==> config.mk <==
export PLATFORM = sky130hd
export DESIGN_NAME = com_bus_arbiter
export DESIGN_NICKNAME = d
export VERILOG_FILES = /design/src/rtl/com_bus_arbiter.sv
export SDC_FILE = /design/constraint.sdc
export NUM_CORES = 1
export LEC_CHECK = 0
export ABC_CLOCK_PERIOD_IN_PS = 8800
export BUFFER_PORTS_ARGS = -buffer_cell sky130_fd_sc_hd__buf_2
export CAP_MARGIN = 20
export CORE_ASPECT_RATIO = 0.6
export CORE_UTILIZATION = 55
export DETAILED_ROUTE_END_ITERATION = 7
export GPL_ROUTABILITY_DRIVEN = 0
export PLACE_DENSITY = 0.76
export SETUP_SLACK_MARGIN = 0.15
export SLEW_MARGIN = 20
export SYNTH_ARGS = -nofsm -noshare
export SYNTH_HDL_FRONTEND = slang
export SYNTH_SLANG_ARGS = --single-unit
export TNS_END_PERCENT = 10
==> constraint.sdc <==
create_clock -name clk -period 8.8 [get_ports clk]
set_input_delay 0 -clock clk [delete_from_list [all_inputs] [get_ports clk]]
set_output_delay 0 -clock clk [all_outputs]
set_load 0.005 [all_outputs]
==> src/rtl/com_bus_arbiter.sv <==
// Common-bus arbiter: round-robin processor ownership plus snoop/memory secondary grants.
// Optional forced release of long-held processor grants when ARB_TIMEOUT_EN is defined.
module com_bus_arbiter #(
    parameter int NUM_PROC  = 8,
    parameter int NUM_SNOOP = 4,
    parameter int TIMEOUT   = 64
) (
    input  logic                 clk,
    input  logic                 rst,
    input  logic [NUM_PROC-1:0]  Com_Bus_Req_proc,
    input  logic [NUM_SNOOP-1:0] Com_Bus_Req_snoop,
    input  logic                 Mem_snoop_req,
    output logic [NUM_PROC-1:0]  Com_Bus_Gnt_proc,
    output logic [NUM_SNOOP-1:0] Com_Bus_Gnt_snoop,
    output logic                 Mem_snoop_gnt,
    output logic                 Arb_timeout
);

    localparam int unsigned NP = NUM_PROC;
    localparam int unsigned NS = NUM_SNOOP;
    localparam int PW = $clog2(NUM_PROC);
    localparam int SW = (NUM_SNOOP > 1) ? $clog2(NUM_SNOOP) : 1;

    if (NUM_PROC < 2 || NUM_PROC > 16 || NUM_SNOOP < 1 || NUM_SNOOP > 16 ||
        TIMEOUT < 2 || TIMEOUT > 1024) begin : g_param_check
        $error("com_bus_arbiter: parameter out of legal range");
    end

    typedef enum logic [1:0] {IDLE, PROC_OWN, PROC_SNOOP, PROC_MEM} state_t;

    state_t              state, state_n;
    logic [PW-1:0]       last_gnt, last_gnt_n;
    logic [SW-1:0]       snp_idx, snp_idx_n;
    logic [NUM_PROC-1:0] gnt_proc_n;
    logic [NUM_SNOOP-1:0] gnt_snoop_n;
    logic                mem_gnt_n;

    logic [NUM_PROC-1:0] skip_mask;
    logic [NUM_PROC-1:0] req_avail;
    logic                tmo_hit;
    logic                owner_req;
    logic                rr_found;
    logic [PW-1:0]       rr_idx, rr_cand;
    logic                snp_any;
    logic [SW-1:0]       snp_lo;

    assign req_avail = Com_Bus_Req_proc & ~skip_mask;
    assign owner_req = Com_Bus_Req_proc[last_gnt];

    // Round-robin: first available requester after the last owner, wrapping.
    always_comb begin
        rr_found = 1'b0;
        rr_idx   = '0;
        rr_cand  = '0;
        for (int unsigned i = 1; i <= NP; i++) begin
            rr_cand = PW'((32'(last_gnt) + i) % NP);
            if (!rr_found && req_avail[rr_cand]) begin
                rr_found = 1'b1;
                rr_idx   = rr_cand;
            end
        end
    end

    // Lowest-index snoop requester, never the owner's own core.
    always_comb begin
        snp_any = 1'b0;
        snp_lo  = '0;
        for (int unsigned j = 0; j < NS; j++) begin
            if (!snp_any && Com_Bus_Req_snoop[j] && ((32'(last_gnt) >> 1) != j)) begin
                snp_any = 1'b1;
                snp_lo  = SW'(j);
            end
        end
    end

    always_ff @(posedge clk) begin
        if (rst) begin
            state             <= IDLE;
            last_gnt          <= PW'(NP - 1);
            snp_idx           <= '0;
            Com_Bus_Gnt_proc  <= '0;
            Com_Bus_Gnt_snoop <= '0;
            Mem_snoop_gnt     <= 1'b0;
        end else begin
            state             <= state_n;
            last_gnt          <= last_gnt_n;
            snp_idx           <= snp_idx_n;
            Com_Bus_Gnt_proc  <= gnt_proc_n;
            Com_Bus_Gnt_snoop <= gnt_snoop_n;
            Mem_snoop_gnt     <= mem_gnt_n;
        end
    end

    always_comb begin
        state_n = state;
        if (state == IDLE) begin
            if (rr_found) state_n = PROC_OWN;
        end else if (!owner_req || tmo_hit) begin
            state_n = IDLE;
        end else begin
            case (state)
                PROC_OWN: begin
                    if (snp_any)            state_n = PROC_SNOOP;
                    else if (Mem_snoop_req) state_n = PROC_MEM;
                end
                PROC_SNOOP: if (!Com_Bus_Req_snoop[snp_idx]) state_n = PROC_OWN;
                PROC_MEM:   if (!Mem_snoop_req)              state_n = PROC_OWN;
                default:    state_n = IDLE;
            endcase
        end
    end

    always_comb begin
        gnt_proc_n  = '0;
        gnt_snoop_n = '0;
        last_gnt_n  = last_gnt;
        snp_idx_n   = snp_idx;
        if (state == IDLE && rr_found) last_gnt_n = rr_idx;
        if (state == PROC_OWN && state_n == PROC_SNOOP) snp_idx_n = snp_lo;
        if (state_n != IDLE) gnt_proc_n[last_gnt_n] = 1'b1;
        if (state_n == PROC_SNOOP) gnt_snoop_n[snp_idx_n] = 1'b1;
        mem_gnt_n = (state_n == PROC_MEM);
    end

`ifdef ARB_TIMEOUT_EN
    localparam int CW = $clog2(TIMEOUT + 1);
    logic [CW-1:0] hold_cnt;

    assign tmo_hit = (state != IDLE) && owner_req && (hold_cnt == CW'(TIMEOUT - 1));

    // The timed-out owner is masked for exactly one IDLE search, then released.
    always_ff @(posedge clk) begin
        if (rst) begin
            hold_cnt    <= '0;
            skip_mask   <= '0;
            Arb_timeout <= 1'b0;
        end else begin
            Arb_timeout <= tmo_hit;
            if (state == IDLE || state_n == IDLE) hold_cnt <= '0;
            else                                  hold_cnt <= hold_cnt + 1'b1;
            if (tmo_hit)            skip_mask <= NUM_PROC'(1) << last_gnt;
            else if (state == IDLE) skip_mask <= '0;
        end
    end
`else
    assign tmo_hit     = 1'b0;
    assign skip_mask   = '0;
    assign Arb_timeout = 1'b0;
`endif

endmodule

Yosys cells after proc, flatten, opt, wreduce, memory -nomap -nowiden. Index checks and enable logic that the tools add are counted.

Register bits: 20.

Add/subtract/negate cells: 8. Order comparisons: 14. Equal/unequal tests: 8. Muxes and demuxes: 57. Bitwise operators: 2. Reduce and logical (&&, ||, !) cells: 33.

Operators with widths (count): < comparator 3 x 4 -> 1 bit (second input constant) (10); nonzero test 32 bit (1); binary-select mux 1 bit (select 3 bit) (9); two-way mux 3 bit (9); two-way mux 1 bit (25); two-way mux 2 bit (10); logical AND 1 bit (18); adder 3 bit (second input constant) (4); logical NOT 1 bit (10); equality test 2 bit (second input constant) (4); adder 3 x 1 -> 3 bit (second input constant) (2); adder 3 x 2 -> 3 bit (second input constant) (2); < comparator 2 x 3 -> 1 bit (second input constant) (2); one-hot mux 2 bit (3 select lines) (1); inequality test 2 bit (second input constant) (2); OR reduction 2 bit (2); demux 1 bit (select 3 bit) (1); >= comparator 3 x 1 -> 1 bit (second input constant) (1); binary-select mux 1 bit (select 2 bit) (1); demux 1 bit (select 2 bit) (1); equality test 2 x 1 -> 1 bit (second input constant) (1); >= comparator 2 x 1 -> 1 bit (second input constant) (1); logical NOT 2 bit (1); inequality test 2 x 1 -> 1 bit (second input constant) (1); 2 further kinds (3).

Depth between registers and ports, before layout. Gate-level depths: netlist of the first run.

Depth in word-level cells: 34. Mapped depth: 11. Depth with buffers taken out: 9.

Worst setup path before layout of the first run. Ideal clock, no wire load.

Kind: register to register. Start point: register last_gnt[1]. End point: register Com_Bus_Gnt_proc[2]. Data arrival time: 3.144 ns. Required time: 8.720 ns. Setup slack: 5.576 ns. Cell stages (with the launch flop): 12. Clock period less this slack: 3.224 ns. Cells stage by stage: dfxtp_1 > buf_2 > inv_1 > ha_1 > clkbuf_1 > mux4_2 > mux2_1 > nor4_4 > a31oi_1 > o311a_1 > a221oi_4 > nor3b_1.

Longest elaborated chain between the ends: 31. Elaborated cells between the ends (all ways): 89. Classes of those cells: 8 x add/sub; 2 x order compare; 3 x eq/ne; 46 x mux; 1 x bitwise; 29 x reduce/logical.

Ends and longest elaborated chain: start, declared (RTL line 32) `logic [PW-1:0] last_gnt, last_gnt_n;`; start signal, assigned (RTL line 79) `last_gnt <= PW'(NP - 1);`; start signal, assigned (RTL line 86) `last_gnt <= last_gnt_n;`; adder 3 x 1 -> 3 bit (RTL line 56) `rr_cand = PW'((32'(last_gnt) + i) % NP);`; binary-select mux 1 bit (select 3 bit) (RTL line 57) `if (!rr_found && req_avail[rr_cand]) begin`; two-way mux 1 bit (not written as such) (RTL line 57); two-way mux 1 bit (RTL line 57); logical NOT 1 bit (RTL line 57); logical AND 1 bit (RTL line 57); two-way mux 1 bit (RTL line 57); logical NOT 1 bit (RTL line 57); [15 not listed]; logical AND 1 bit (RTL line 57); two-way mux 1 bit (RTL line 57); logical AND 1 bit (RTL line 118) `if (state == IDLE && rr_found) last_gnt_n = rr_idx;`; two-way mux 3 bit (RTL line 118); < comparator 3 x 4 -> 1 bit (not written as such) or >= comparator 3 x 1 -> 1 bit (tied branches) (RTL line 120) `if (state_n != IDLE) gnt_proc_n[last_gnt_n] = 1'b1;`; logical AND 1 bit (not written as such) (RTL line 120); two-way mux 1 bit (not written as such) (RTL line 120); demux 1 bit (select 3 bit) (RTL line 120); end signal, assigned (RTL line 88) `Com_Bus_Gnt_proc <= gnt_proc_n;`; end, declared (RTL line 13) `output logic [NUM_PROC-1:0] Com_Bus_Gnt_proc,`.

Parallel ways exist; a longest one is shown, timed or not. The select of a mux whose other input is x is not followed. A chain may end at the register's enable or synchronous reset.

Worst setup path in the final report of the first run.
Start point: register last_gnt[0]. End point: register Com_Bus_Gnt_proc[2].

Same word-level chain as after synthesis.

==> results.md, run 1 <==
* Final #Nets at around 210
* Overflow left after global routing at 0
* Die area at 3210 µm²
* Row count at 14
* TritonCTS clock tree: built
* Synth-to-Final Area Change at 11.4%
* Fraction of the yosys area taken by sequential cells at around a quarter
* Detailed-placement wirelength estimate at 3.19 mm
* Max transition margin at about half
* Dominant register cell in the synthesized netlist: sky130_fd_sc_hd__dfxtp_1
* Setup Skew at around 3 ps
* Antenna Cells at 0
* Routed wire length at 4.20 mm
* Cell at the root of the clock tree: sky130_fd_sc_hd__clkbuf_8
* Final slew viol count at 0
* Count of max-cap constraint violations at 0
* Flop-to-flop setup slack at approximately 4700 ps
* Number of buffers added for setup after CTS at 0
* Clock transition at the registers of the reported paths at 80 ps
* Max IR drop VDD at 0.261 mV
* Total routing usage reported by global routing at 28.3%
* Cts bufs inserted at 3
* Final cycle utilization of the critical path at between 40 and 50%
* Setup crit end: Com_Bus_Gnt_proc[2]
* #FFs+latches synth at 20
* Critical Path Fanout Max at 15
* Total number of yosys warnings at 0
* Total I/O pin count at 29
* Commonest non-fill, non-tap cells in the layout: 27 x sky130_fd_sc_hd__buf_2, 20 x sky130_fd_sc_hd__dfxtp_1, 14 x sky130_fd_sc_hd__mux4_2, 14 x sky130_fd_sc_hd__mux2i_1, 10 x sky130_fd_sc_hd__a21oi_1
* Antenna violations before repair at 0
* Skew-Pair Late Insertion Delay at 260 ps
* Fillers at 214
* Destination of the worst register-to-register timing path: Com_Bus_Gnt_proc[2]
* Placement Cell Area at 1770 µm²
* Maximum clock path buffer count at 2
* Clock sinks at 20
* Worst setup path category: register to register
* Wire per inst at 18.5 µm
* Cells after DPL at roughly 220
* Hold_buf cts at 0
* Number of enable flip-flop cells after synthesis at 0
* Hold Crit Class: primary input to register
* Die outline height at 44.3 µm
* Core Region at 2660 µm²
* Total leakage power at roughly 0.77 nW
* RSZ-0062 raised after global routing: no
* Total power density per cell area at 393 nW/µm²
* Initial drt markers at 176
* Initial cell density of the core at 61.6%
* Non-filler cells in the finished layout at 227
* Total of cells resized after clock tree synthesis at 0
* Actual transition at the worst max-transition pin at 748 ps
* Reg2reg start: last_gnt[0]
* Upper clock frequency limit at 0.243 GHz
* Number of detailed-routing iterations run before antenna repair at 5
* Critical path startpoint category: register
* Post-Synthesis Mean Instance Area at 10.0 µm²
* Count of input and output buffers at 27
* Worst r2r path cells at 9
* Vias post-DR at around 1500
* Largest net degree at the start of global routing at 16
* Post-place setup slack at between 4000 and 5000 ps
* Most common library cell in the layout ignoring fill and taps: sky130_fd_sc_hd__buf_2
* Result of the run: complete, no violations
* Final Critical Period at roughly 4100 ps
* Number of hold violations in the final report at 0
* Count of mapped cells out of synthesis at 164
* Synth unique cells at 46
* Final setup violation count at 0
* Combined area of all synthesized cells at about 1600 µm²
* Post-Layout Inst Area at 1830 µm²
* Via count of the first global-routing pass at ~1400
* Final total negative setup slack at 0 ps
* Proportion of layout cells with a drive suffix above 1 at around 29%
* CP Data Arrival Time at roughly 4300 ps
* Antenna viol nets, final at 0
* Residual DRC count at 0
* Final setup slack of the worst path at 4680 ps
* Vias per std cell at 6.56
* Crit path launch: last_gnt[0]
* Global-route wire length before repair at 6.65 mm
* Share of synthesized flip-flops with an asynchronous set or reset at 0%
* Reg area at 400 µm²
* H-tree levels at 1
* Multi-input combinational cell area at 1150 µm²
* Synthesized Nets at 185
* CP Data Required Time at 8970 ps
* Critical path endpoint category: register
* Overall die width at approximately 73 µm
[power breakdown]
part           internal, mW  leakage, nW  switching, mW
combinational         0.222        0.574          0.274
clock                0.0399       0.0288         0.0310
sequential            0.117        0.163         0.0347
[final cells by class]
cell class                      instances  area share [%]
Timing Repair Buffer                   27            7.39
Clock buffer                            4            3.01
Sequential cell                        20            21.9
Inverter                                9            1.85
Multi-Input combinational cell        127            63.1
Tap cell                               40            2.74
[worst max-delay path: stages (launching register included)]
cell and delay, ps:
sky130_fd_sc_hd__dfxtp_1 810, sky130_fd_sc_hd__inv_1 330, sky130_fd_sc_hd__ha_1 660, sky130_fd_sc_hd__mux4_2 630
sky130_fd_sc_hd__mux2_4 310, sky130_fd_sc_hd__nor4_4 310, sky130_fd_sc_hd__a31oi_1 160, sky130_fd_sc_hd__o311a_1 160
sky130_fd_sc_hd__a221oi_4 390, sky130_fd_sc_hd__nor3b_1 270
[cell families after synthesis]
family	share of synthesized area (%)
buffers and inverters	5.26
adders and majority gates	4.58
and+or+nand+nor	16.5
muxes	32.1
other	0.229
xor gates and xnor gates	2.14
AOI/OAI and AO/OA	14.8
DFF	24.4
[routing by layer]
metal	vias up	routed length (µm)	global-route usage, %	part of all wire [%]
li1	666	-	-	-
met1	711	1840	38.7	44
met2	103	1820	43.6	43
met3	10	453	8.43	11
met4	0	89	9.41	2.1
met5	-	0	0	0
[worst min path at each step]
| stage | from | endpoint | depth (start not counted) |
|---|---|---|---|
| finish | Mem_snoop_req | state[1] | 3 |
| CTS | Mem_snoop_req | state[1] | 3 |
| detailed placement | Mem_snoop_req | state[1] | 3 |
| global placement | Mem_snoop_req | state[1] | 3 |
| floorplan | Mem_snoop_req | state[1] | 2 |
| global route | rst | snp_idx[1] | 2 |
[registers in the layout (all words and copies together) (netlist names)]
signal / flops
Com_Bus_Gnt_proc: 8
Com_Bus_Gnt_snoop: 4
last_gnt: 3
snp_idx: 2
state: 2
Mem_snoop_gnt: 1
[per-stage QoR]
| step | hold slack [ps] | power, mW | utilization, % |
|---|---|---|---|
| finish | 35.6 | 0.718 | 68.7 |
| CTS | 20.9 | 0.708 | 68.7 |
| global placement | 294 | 0.617 | 66.6 |
| detailed placement | 299 | 0.633 | 66.6 |
| floorplan | 168 | 0.535 | - |
| global route | 33.8 | 0.762 | 68.7 |
[synth_stat cells (all sizes together) (3+ instances only)]
library cell | instances | area [µm²]
dfxtp | 20 | 400
nor2 | 8 | 30.0
a21oi | 10 | 50.1
nor3b | 7 | 52.6
mux2i | 14 | 140
o211ai | 3 | 22.5
o21ai | 6 | 30.0
nor3 | 8 | 40.0
nand2 | 9 | 33.8
inv | 9 | 33.8
buf | 7 | 48.8
mux2 | 6 | 71.3
ha | 6 | 75.1
nand2b | 4 | 25.0
mux4 | 14 | 315
No activity file was read; power rests on OpenSTA's default activity.
==> run 2: changes to the inputs <==
--- a/config.mk
+++ b/config.mk
@@ -5,7 +5,7 @@
 export SDC_FILE = /design/constraint.sdc
 export NUM_CORES = 1
 export LEC_CHECK = 0
-export ABC_CLOCK_PERIOD_IN_PS = 8800
+export ABC_CLOCK_PERIOD_IN_PS = 3800
 export BUFFER_PORTS_ARGS = -buffer_cell sky130_fd_sc_hd__buf_2
 export CAP_MARGIN = 20
 export CORE_ASPECT_RATIO = 0.6
==> constraint.sdc (replaced) <==
create_clock -name clk -period 3.8 [get_ports clk]
set_input_delay 0 -clock clk [delete_from_list [all_inputs] [get_ports clk]]
set_output_delay 0 -clock clk [all_outputs]
set_load 0.005 [all_outputs]
==> results.md, run 2 (same netlist as run 1, synthesis figures left out) <==
* Cell chain of the critical path: inv_1, ha_1, mux4_2, mux2_4, nor4_4, a31oi_1, o311a_1, a221oi_4, nor3b_1
* Reg area at 400 µm²
* Total leakage power at 0.777 nW
* Highest Signal Layer: met4
* Die area at 3210 µm²
* Largest net degree at the start of global routing at 15
* Critical Path Max Stage Delay at 610 ps
* Antenna viol nets, final at 0
* Count of input and output buffers at 27
* Total of cells resized after clock tree synthesis at 0
* Cts bufs inserted at 3
* Initial cell density of the core at 61.6%
* Number of buffers added for setup after CTS at 0
* Startpoint of the most critical hold path: Mem_snoop_req
* Max IR drop VDD at between 0.4 and 0.5 mV
* Total I/O pin count at 29
* Vias per std cell at 6.45
* Clock sinks at 20
* Max FFs per register at 8
* Number of detailed-routing iterations run before antenna repair at 5
* Fin util at 69.3%
* Routed wire length at 4.54 mm
* TritonCTS clock tree: built
* H-tree levels at 1
* Capture endpoint of the worst hold path: state[1]
* Max transition margin at 60.9%
* Pwr Total at ~1.7 mW
* Fillers at 213
* Hold Path Depth at 3
* Residual DRC count at 0
* Via count of the first global-routing pass at between 1000 and 1500
* Final total negative setup slack at 0 ps
* Vias post-DR at 1483
* Row count at 14
* Proportion of power drawn by flip-flops and latches at roughly 17%
* Actual transition at the worst max-transition pin at 581 ps
* Worst r2r path cells at 9
* Proportion of layout cells with a drive suffix above 1 at 30.0%
* Internal power of the cells at 876 µW
* Global-route wire length before repair at between 7 and 8 mm
* Setup Skew at about 2.9 ps
* Non-filler cells in the finished layout at 230
* Slowest cell on the critical path: sky130_fd_sc_hd__mux4_2
* Multi-input combinational cell area at between 1000 and 1500 µm²
* Initial drt markers at 176
* Final #Nets at 213
* Critical path endpoint category: register
* Antenna violations before repair at 0
* Cells after DPL at 227
* Reg with most FFs: Com_Bus_Gnt_proc
* Total power density per cell area at 915 nW/µm²
* Sum of routed wire segments on met1 at 1.95 mm
* Destination of the worst register-to-register timing path: Com_Bus_Gnt_proc[0]
* Part of the total power dissipated in the clock network at 8.0%
* Number of hold violations in the final report at 0
* Result of the run: complete, no violations
* RSZ-0062 raised after global routing: no
* Power dissipated by switching net loads at 811 µW
* Skew-Pair Late Insertion Delay at 250 ps
* Cell at the root of the clock tree: sky130_fd_sc_hd__clkbuf_8
* Clock transition at the registers of the reported paths at about 70 ps
* Wire per inst at between 15 and 20 µm
* Final slew viol count at 0
* Flop-to-flop setup slack at 460 ps
* Hold Crit Class: primary input to register
* Hold_buf cts at 0
* Final setup violation count at 0
* Commonest non-fill, non-tap cells in the layout: 27 x sky130_fd_sc_hd__buf_2, 20 x sky130_fd_sc_hd__dfxtp_1, 14 x sky130_fd_sc_hd__mux4_2, 14 x sky130_fd_sc_hd__mux2i_1, 10 x sky130_fd_sc_hd__a21oi_1
* Total routing usage reported by global routing at 32.1%
* Overall die width at 72.5 µm
* Reg2reg start: last_gnt[0]
* Most common library cell in the layout ignoring fill and taps: sky130_fd_sc_hd__buf_2
* Upper clock frequency limit at 0.300 GHz
* Critical path startpoint category: register
* CP Data Arrival Time at 3510 ps
* Final Critical Period at 3340 ps
* Antenna Cells at 0
* Final cycle utilization of the critical path at 87.8%
* Worst setup path category: register to register
* Die outline height at 44.3 µm
* Overflow left after global routing at 0
* Switching share of total power at approximately half
* Detailed-placement wirelength estimate at 3.58 mm
* Count of max-cap constraint violations at 0
* Part of the total power dissipated in combinational logic at approximately 75%
* CP top delay family: multiplexers
* Synth-to-Final Area Change at 12.4%
* Largest registers: Com_Bus_Gnt_proc: 8 flops, Com_Bus_Gnt_snoop: 4 flops, last_gnt: 3 flops
* Critical Path Fanout Max at 9
* Maximum clock path buffer count at 2
* Core Region at 2660 µm²
* Met2 routed wirelength at 2.05 mm
* Crit path launch: last_gnt[0]
* Wire length on met3 at 515 µm
* Critical path buffer and inverter count at 1
* CP Data Required Time at approximately 4000 ps
## run 2: cell count changes in the layout (fill, tap and decap cells not counted)
cell and change:
sky130_fd_sc_hd__clkbuf_8 -1, sky130_fd_sc_hd__buf_4 +4
## run 2: routing by layer
| metal | GRT usage [%] | vias up |
|---|---|---|
| met4 | 5.49 | 0 |
| met3 | 12.3 | 5 |
| met1 | 44.7 | 718 |
| li1 | - | 670 |
| met2 | 48.4 | 90 |
| met5 | 0 | - |
## run 2: worst register-to-register path: cells and delay by family, from the launching register on
kind / cells / cell delay [ps]
adders and majority gates: 1 / 550
DFF: 1 / 330
and+or+nand+nor: 2 / 560
muxes: 2 / 930
buffers and inverters: 1 / 150
AOI/OAI and AO/OA: 3 / 740
## run 2: area by class of cell
type | count | share of cell area (%)
clock buffer | 3 | 2.24
inverter | 9 | 1.83
multi-input combinational | 127 | 62.6
sequential | 20 | 21.7
tap | 40 | 2.71
timing repair buffer | 31 | 8.96
## run 2: per-stage QoR
| stage | area, µm² | setup WS [ps] | hold slack [ps] |
|---|---|---|---|
| floorplan | 1640 | 576 | 168 |
| global placement | 1800 | 692 | 294 |
| detailed placement | 1800 | 496 | 290 |
| CTS | 1840 | 462 | 21.9 |
| global route | 1840 | 324 | 36.5 |
| finish | 1840 | 462 | 27.4 |
## run 2: worst max-delay path by stage
stage | end | slack [ps] | depth (start not counted)
finish | Com_Bus_Gnt_proc[0] | 460 | 9
global route | Com_Bus_Gnt_proc[1] | 320 | 9
CTS | Com_Bus_Gnt_proc[0] | 460 | 9
detailed placement | Com_Bus_Gnt_proc[0] | 500 | 9
global placement | Com_Bus_Gnt_proc[3] | 690 | 9
floorplan | Com_Bus_Gnt_proc[2] | 580 | 11
## run 2: power by group through the flow
stage	clock network, mW	registers (mW)	logic (mW)
detailed placement	0	0.295	1.22
global placement	0	0.294	1.17
finish	0.134	0.292	1.26
global route	0.149	0.298	1.35
floorplan	0	0.306	0.932
CTS	0.136	0.292	1.23
